<file path="src/rtl/fetch_unit.sv">
// fetch_unit -- instruction-fetch stage of the 5-stage pipeline.
//
// Owns the program counter and issues one request per cycle to instruction
// memory.  A returned word is passed straight through on InstrF; if the
// hazard unit stalls fetch in the cycle the word arrives, it is captured in a
// one-entry buffer and replayed from the HOLD state without a re-fetch.
//
// Ports
//   Clk, RstN            clock, asynchronous active-low reset
//   StallF               hazard-unit stall (1 = hold PC)
//   PCSrcD, PCBranchD    taken branch and its target, resolved in decode
//   JumpD, PCJumpD       jump and its target, resolved in decode
//   IMemReq, IMemAddr    fetch request valid / address (= PCF)
//   IMemReady, IMemRdata memory response, may arrive in the request cycle
//   PCF, PCPlus4F        current PC and PC + 4
//   InstrF               fetched instruction, 0 (NOP) when none available
//   IMissF               fetch waiting on memory
//   MissCount            saturating count of cycles with IMissF high
module fetch_unit #(
  parameter logic [31:0] RESET_PC = 32'h0000_0000,
  parameter int unsigned CNT_W    = 16
) (
  input  logic             Clk,
  input  logic             RstN,
  input  logic             StallF,
  input  logic             PCSrcD,
  input  logic [31:0]      PCBranchD,
  input  logic             JumpD,
  input  logic [31:0]      PCJumpD,
  output logic             IMemReq,
  output logic [31:0]      IMemAddr,
  input  logic             IMemReady,
  input  logic [31:0]      IMemRdata,
  output logic [31:0]      PCF,
  output logic [31:0]      PCPlus4F,
  output logic [31:0]      InstrF,
  output logic             IMissF,
  output logic [CNT_W-1:0] MissCount
);

  localparam logic [31:0] WORD_MASK   = 32'hFFFF_FFFC;
  localparam logic [31:0] RESET_PC_AL = RESET_PC & WORD_MASK;

  typedef enum logic {
    S_REQ,
    S_HOLD
  } state_e;

  state_e            state_q, state_d;
  logic [31:0]       pc_q, pc_d;
  logic [31:0]       ibuf_q, ibuf_d;
  logic [CNT_W-1:0]  miss_cnt_q;

  logic              redirect;
  logic [31:0]       redir_tgt;
  logic [31:0]       pc_plus4;
  logic [31:0]       next_pc;

  // Next-PC selection: jump beats branch beats sequential.
  always_comb begin
    pc_plus4  = pc_q + 32'd4;
    redirect  = JumpD | PCSrcD;
    redir_tgt = (JumpD ? PCJumpD : PCBranchD) & WORD_MASK;
    next_pc   = redirect ? redir_tgt : pc_plus4;
  end

  always_comb begin
    state_d  = state_q;
    pc_d     = pc_q;
    ibuf_d   = ibuf_q;
    IMemReq  = 1'b0;
    IMissF   = 1'b0;
    InstrF   = ibuf_q;

    unique case (state_q)
      S_REQ: begin
        IMemReq = 1'b1;
        IMissF  = ~IMemReady;
        InstrF  = IMemReady ? IMemRdata : '0;
        if (IMemReady) begin
          if (!StallF) begin
            pc_d = next_pc;
          end else begin
            ibuf_d  = IMemRdata;
            state_d = S_HOLD;
          end
        end else if (redirect && !StallF) begin
          // Abandon the outstanding request; memory ignores it and the
          // redirect target is presented on the next cycle.
          pc_d = redir_tgt;
        end
      end

      S_HOLD: begin
        if (!StallF) begin
          pc_d    = next_pc;
          state_d = S_REQ;
        end
      end

      default: begin
        state_d = S_REQ;
      end
    endcase
  end

  always_ff @(posedge Clk or negedge RstN) begin
    if (!RstN) begin
      state_q <= S_REQ;
      pc_q    <= RESET_PC_AL;
      ibuf_q  <= '0;
    end else begin
      state_q <= state_d;
      pc_q    <= pc_d;
      ibuf_q  <= ibuf_d;
    end
  end

  always_ff @(posedge Clk or negedge RstN) begin
    if (!RstN) begin
      miss_cnt_q <= '0;
    end else if (IMissF && (miss_cnt_q != '1)) begin
      miss_cnt_q <= miss_cnt_q + 1'b1;
    end
  end

  assign IMemAddr  = pc_q;
  assign PCF       = pc_q;
  assign PCPlus4F  = pc_plus4;
  assign MissCount = miss_cnt_q;

endmodule
</file>
<file path="config.mk">
export PLATFORM = sky130hd
export DESIGN_NAME = fetch_unit
export DESIGN_NICKNAME = d
export VERILOG_FILES = /design/src/rtl/fetch_unit.sv
export SDC_FILE = /design/constraint.sdc
export NUM_CORES = 1
export LEC_CHECK = 0
export BUFFER_PORTS_ARGS = -buffer_cell sky130_fd_sc_hd__buf_2
export CORE_UTILIZATION = 47
export CTS_CLUSTER_DIAMETER = 100
export CTS_CLUSTER_SIZE = 25
export DETAILED_ROUTE_END_ITERATION = 12
export PLACE_DENSITY = 0.78
export SYNTH_ARGS = -nofsm -noshare
export SYNTH_HDL_FRONTEND = slang
export SYNTH_SLANG_ARGS = --single-unit
</file>
<file path="constraint.sdc">
create_clock -name Clk -period 2.39 [get_ports Clk]
set_input_delay 0.3585 -clock Clk [delete_from_list [all_inputs] [get_ports Clk]]
set_output_delay 0.3585 -clock Clk [all_outputs]
set_load 0.005 [all_outputs]
</file>
Yosys cells after proc, flatten, opt, wreduce, memory -nomap -nowiden
Cells that the tools add are included.
{ "totals": {"out_inout_bits": 146, "input_bits": 102, "regBits": 81, "elab_cells": 28, "mem_bits_rw": 0, "latchBits": 0, "mem_bits_ro": 0, "memories": 0} }
{ "classes": {"n_addsub": 2, "n_shift": 0, "reduce_logical": 4, "n_div": 0, "bitwise_logic": 3, "n_lt_le_gt_ge": 0, "eq_ne": 2, "mul": 0, "n_mux": 13} }
{ "ops": {"columns": ["cell", "count"], "rows": [
  ["32-bit 2-to-1 mux", 7],
  ["32-bit one-hot mux with 2 select lines", 1],
  ["32-bit by 3-bit adder with 32-bit output (second input constant)", 1],
  ["16-bit by 1-bit adder with 16-bit output (second input constant)", 1],
  ["16-bit inequality test (second input constant)", 1],
  ["1-bit 2-to-1 mux", 4],
  ["3-bit inequality test (second input constant)", 1],
  ["3-bit AND reduction", 1],
  ["1-bit logical AND", 2],
  ["1-bit inverter", 2],
  ["1-bit one-hot mux with 2 select lines", 1],
  ["1-bit logical NOT", 1],
  ["1-bit OR", 1]
]} }

Longest topological paths before layout
{ "logic_depth": {"ltp_word": 5, "mapped_depth": 8, "ltp_nobuf": 6} }

Worst setup path after synthesis
No wires, ideal clock.
{ "synth_timing": {"kind": "register to register", "from": "register pc_q[2] (netlist: IMemAddr[2])", "to": "register pc_q[28] (netlist: IMemAddr[28])", "arrival_time_ps": 1838, "stages_incl_launch_ff": 8, "setup_slack_ps": 426, "required_ps": 2264, "period_less_slack_ps": 1964, "cell_sequence": "dfrtp_1 ha_1 nand3_1 nor4_4 buf_4 nand4_1 xnor2_1 a221o_1"} }
{ "synth_via": {"elab_chain_len": 5} }
{ "synth_lines": {"columns": ["element", "line_no", "rtl"], "rows": [
  ["start: declaration", "50", "logic [31:0] pc_q, pc_d;"],
  ["start signal: assignment", "114", "pc_q <= pc_d;"],
  ["32-bit by 3-bit adder with 32-bit output (*)", "61", "pc_plus4 = pc_q + 32'd4;"],
  ["via PCPlus4F[28]", "35", "output logic [31:0] PCPlus4F,"],
  ["32-bit 2-to-1 mux (*)", "64", "next_pc = redirect ? redir_tgt : pc_plus4;"],
  ["32-bit 2-to-1 mux (*)", "81, 95", null],
  ["32-bit 2-to-1 mux", "80", "if (IMemReady) begin"],
  ["32-bit one-hot mux with 2 select lines (*)", "75", "unique case (state_q)"]
]} }
Mark *: on every way through the listed nets, which the timed path passes. The rest lies on a longest branch.
A chain may end at the register's enable or synchronous reset.

Worst setup path in the final report
{ "layout_timing": {"from": "register pc_q[3] (netlist: IMemAddr[3])", "to": "output PCPlus4F[20]"} }
{ "layout_via": {"elab_chain_len": 1} }
{ "layout_lines": {"columns": ["element", "line_no"], "rows": [
  ["32-bit by 3-bit adder with 32-bit output", "61"],
  ["end: declaration", "35"]
]} }
Every way passes these cells.

==> Flow_metrics.wiki <==
{| class="wikitable"
! Metric !! Value
|-
| Switching fraction of total power || 31.6%
|-
| Floorplan die width || around 110 um
|-
| Routed length per placed instance || 16.9 um
|-
| Power, Total || between 4000 and 5000 uW
|-
| Clock Skew || about 0.015 ns
|-
| Flop and latch count out of synthesis || 81
|-
| DRT Pass-1 Iters || 5
|-
| Critical Path, Cell by Cell || buf_6 -> ha_4 -> nand3_4 -> nor4_4 -> buf_6 -> buf_4 -> nand4_1 -> xnor2_1 -> buf_2
|-
| DR iter-0 viols || 305
|-
| Leading cell types by total area after synthesis || sky130_fd_sc_hd__dfrtp_1, sky130_fd_sc_hd__mux2_2, sky130_fd_sc_hd__a22o_1, sky130_fd_sc_hd__xnor2_1, sky130_fd_sc_hd__buf_4
|-
| Worst setup EP type || output pin
|-
| Switching Power || 1320 uW
|-
| CTS root buffer || sky130_fd_sc_hd__clkbuf_8
|-
| Final weighted congestion in routability-driven placement || 0.829
|-
| Fin crit period || 2.34 ns
|-
| Synthesized net count || ~600
|-
| VDD IR max || 330 uV
|-
| RSZ-0062 raised after global routing || yes
|-
| Dpl hpwl || ~11 mm
|-
| Most common flop cell mapped by yosys || sky130_fd_sc_hd__dfrtp_1
|-
| Total standard cell area after synthesis || 0.00503 mm2
|-
| Most common library cells after synthesis || sky130_fd_sc_hd__dfrtp_1, sky130_fd_sc_hd__mux2_2, sky130_fd_sc_hd__buf_4
|-
| Clock buffers created by TritonCTS || 9
|-
| Actual slew at the worst max-slew pin || 0.566 ns
|-
| Final-stage net count || approximately 830
|-
| Peak fanout along the critical path || 10
|-
| Remaining global-route overflow || 0
|-
| Setup violators final || 0
|-
| Post-Synthesis Mean Instance Area || ~10 um2
|-
| Final number of max-transition violations || 0
|-
| IO buf count || 243
|-
| Power per unit of standard cell area || 626 mW/mm2
|-
| Layout overhead on the synthesized area || 33.1%
|-
| Number of diodes added for antenna fixing || 0
|-
| Worst-path clk slew || 0.09 ns
|-
| First-pass GRT wire length || 22.9 mm
|-
| Startpoint class of the critical path || flip-flop
|-
| Delay of the slowest critical-path stage || 0.37 ns
|-
| Static Leakage || 0.00335 uW
|-
| DRT antenna net count || 0
|-
| Top-count cell post-synth || sky130_fd_sc_hd__dfrtp_1
|-
| Worst hold slack || 0.256 ns
|-
| Synth Warn # || 0
|-
| PnR worst setup slack || 0.0468 ns
|-
| Pin count of the biggest net entering global routing || 48
|-
| Path class of the lowest-slack min-delay path || in2reg
|-
| Highest achievable clock rate || 0.427 GHz
|-
| Initial standard-cell utilization of the core || approximately half
|-
| Post-synth cell types || 52
|-
| Required time at the endpoint of the critical path || 2.03 ns
|-
| TritonCTS clock tree || built
|-
| Total detailed-routing wirelength || approximately 15 mm
|-
| Rel. slew slack || about 62%
|-
| Number of antenna violations at the first check in global routing || 0
|-
| Pre-CTS WS || 0.183 ns
|-
| Cell at the slowest stage of the critical path || sky130_fd_sc_hd__dfrtp_1
|-
| Critical path's most frequent cell || sky130_fd_sc_hd__buf_6
|-
| Fraction of the core area covered by cells at the end of the flow || 64.5%
|-
| Via count of the routed design || 4847
|-
| Vias in the first global route || 4589
|-
| Number of hold violations in the final report || 0
|-
| Synth Instances || 499
|-
| Cell-internal power || 2870 uW
|-
| Final critical-path share of the clock period || 98.0%
|-
| Status || completed
|-
| Post-synthesis cell type with the largest combined area || sky130_fd_sc_hd__dfrtp_1
|-
| Bufs on Longest Clock Path || 2
|-
| Latest clock arrival within the worst-skew pair || 0.34 ns
|-
| Full die area || 0.0111 mm2
|-
| Max_cap viols || 0
|-
| Part of the power in the clock network || 25.3%
|-
| Worst Path Class, Setup || reg2out
|-
| Power share of the sequential group || 44.7%
|-
| Async S/R FF share, synth || 100%
|-
| Fraction of layout instances using a drive strength above 1 || 50.3%
|-
| Via count normalized by instance count || 5.56
|-
| H-tree Lvls || 3
|-
| Post-synth top area share || 40.3%
|-
| Sequential-to-total area share from yosys stat || 40.3%
|-
| DR DRC count || 0
|-
| Placement Rows || 37
|-
| Overall routing resource usage || 26.1%
|-
| Portion of total power attributed to combinational logic || 30.0%
|-
| Core footprint || 0.0104 mm2
|-
| Die span in y || 105 um
|-
| Endpoint arrival time on the critical path || 1.98 ns
|-
| Sinks on Clock Net || between 80 and 90
|-
| Number of synthesized flops with an enable pin || 0
|-
| IO Pins || 248
|}
-- path summary, 6_finish.rpt --
| kind | from | to | slack (ns) | cells past startpoint |
|---|---|---|---|---|
| worst max-delay path | IMemAddr[3] | PCPlus4F[20] | 0.05 | 9 |
| max in group asynchronous | RstN | ibuf_q[23] | 1.21 | 3 |
| worst max register to register | IMemAddr[3] | IMemAddr[30] | 0.31 | 9 |
| worst min-delay path | IMemRdata[15] | ibuf_q[15] | 0.26 | 2 |
| min in group asynchronous | RstN | IMemAddr[21] | 0.52 | 2 |
| worst min register to register | ibuf_q[19] | ibuf_q[19] | 0.51 | 1 |
-- sequential cells by signal (all words and copies together), names as in the netlist --
signal     count
IMemAddr      32
state_q        1
MissCount     16
ibuf_q        32
-- area by class of cell --
type | count | area [um2]
fill | 879 | 3680
tap | 136 | 170
timing repair buffer | 284 | 1570
sequential | 81 | 2040
multi-input combinational | 343 | 2670
clock buffer | 13 | 139
clock inverter | 3 | 65.1
inverter | 11 | 41.3
-- timing repair --
item | 4_1_cts | 5_1_grt
pin swaps | 6 | 6
buffers inserted | 7 | 9
gates resized for setup | 20 | 12
endpoints found under the setup margin | 16 | 15
hold buffers | 1 | 0
hold endpoints to repair | 34 | 0
-- metal layers --
| layer | vias to the layer above | GRT usage, % | wire length, um |
|---|---|---|---|
| li1 | 2257 | - | - |
| met1 | 2348 | 31.3 | 5950 |
| met2 | 222 | 47.1 | 7600 |
| met3 | 20 | 3.65 | 916 |
| met4 | 0 | 9.76 | 269 |
| met5 | - | 0 | 0 |
-- cells by family after synthesis --
logic type	count (synthesis)	synth area share [%]
compound gates	106	15.5
fa+ha+maj	2	0.497
flops	81	40.3
xor+xnor	40	6.97
simple gates	131	14.6
buf+inv	75	8.51
mux	64	13.7
-- metrics by stage --
step	cells	area, um2	setup TNS (ns)
3_3_place_gp	838	6250	0
5_1_grt	871	6690	-0.430
3_5_place_dp	838	6250	0
6_report	871	6690	0
2_1_floorplan	499	5030	0
4_1_cts	862	6590	0
-- critical path: cells and delay by family, from the launching register on --
kind	cells	cell delay (ns)
xor gates and xnor gates	1	0.18
buffers and inverters	4	0.54
DFF	1	0.37
adders and majority gates	1	0.16
and+or+nand+nor	3	0.39
-- power by group through the flow --
| stage | clock network [uW] | logic (uW) | registers [uW] |
|---|---|---|---|
| 6_report | 1060 | 1260 | 1870 |
| 5_1_grt | 1130 | 1380 | 1910 |
| 4_1_cts | 1080 | 1240 | 1870 |
| 3_5_place_dp | 0 | 1210 | 1890 |
| 3_3_place_gp | 0 | 1180 | 1860 |
| 2_1_floorplan | 0 | 693 | 1840 |
-- placed cells by master, fill, tap and decap left out, drive strengths merged, types with 11 or more instances in the layout --
cell type	count
buf	283
nand4	14
o21ai	26
nand2	31
mux2	38
a21oi	14
a22o	32
nand3	20
clkbuf	13
dfrtp	81
xnor2	31
nor2	24
inv	11
mux2i	26
No activity file was read; power rests on OpenSTA's default activity.
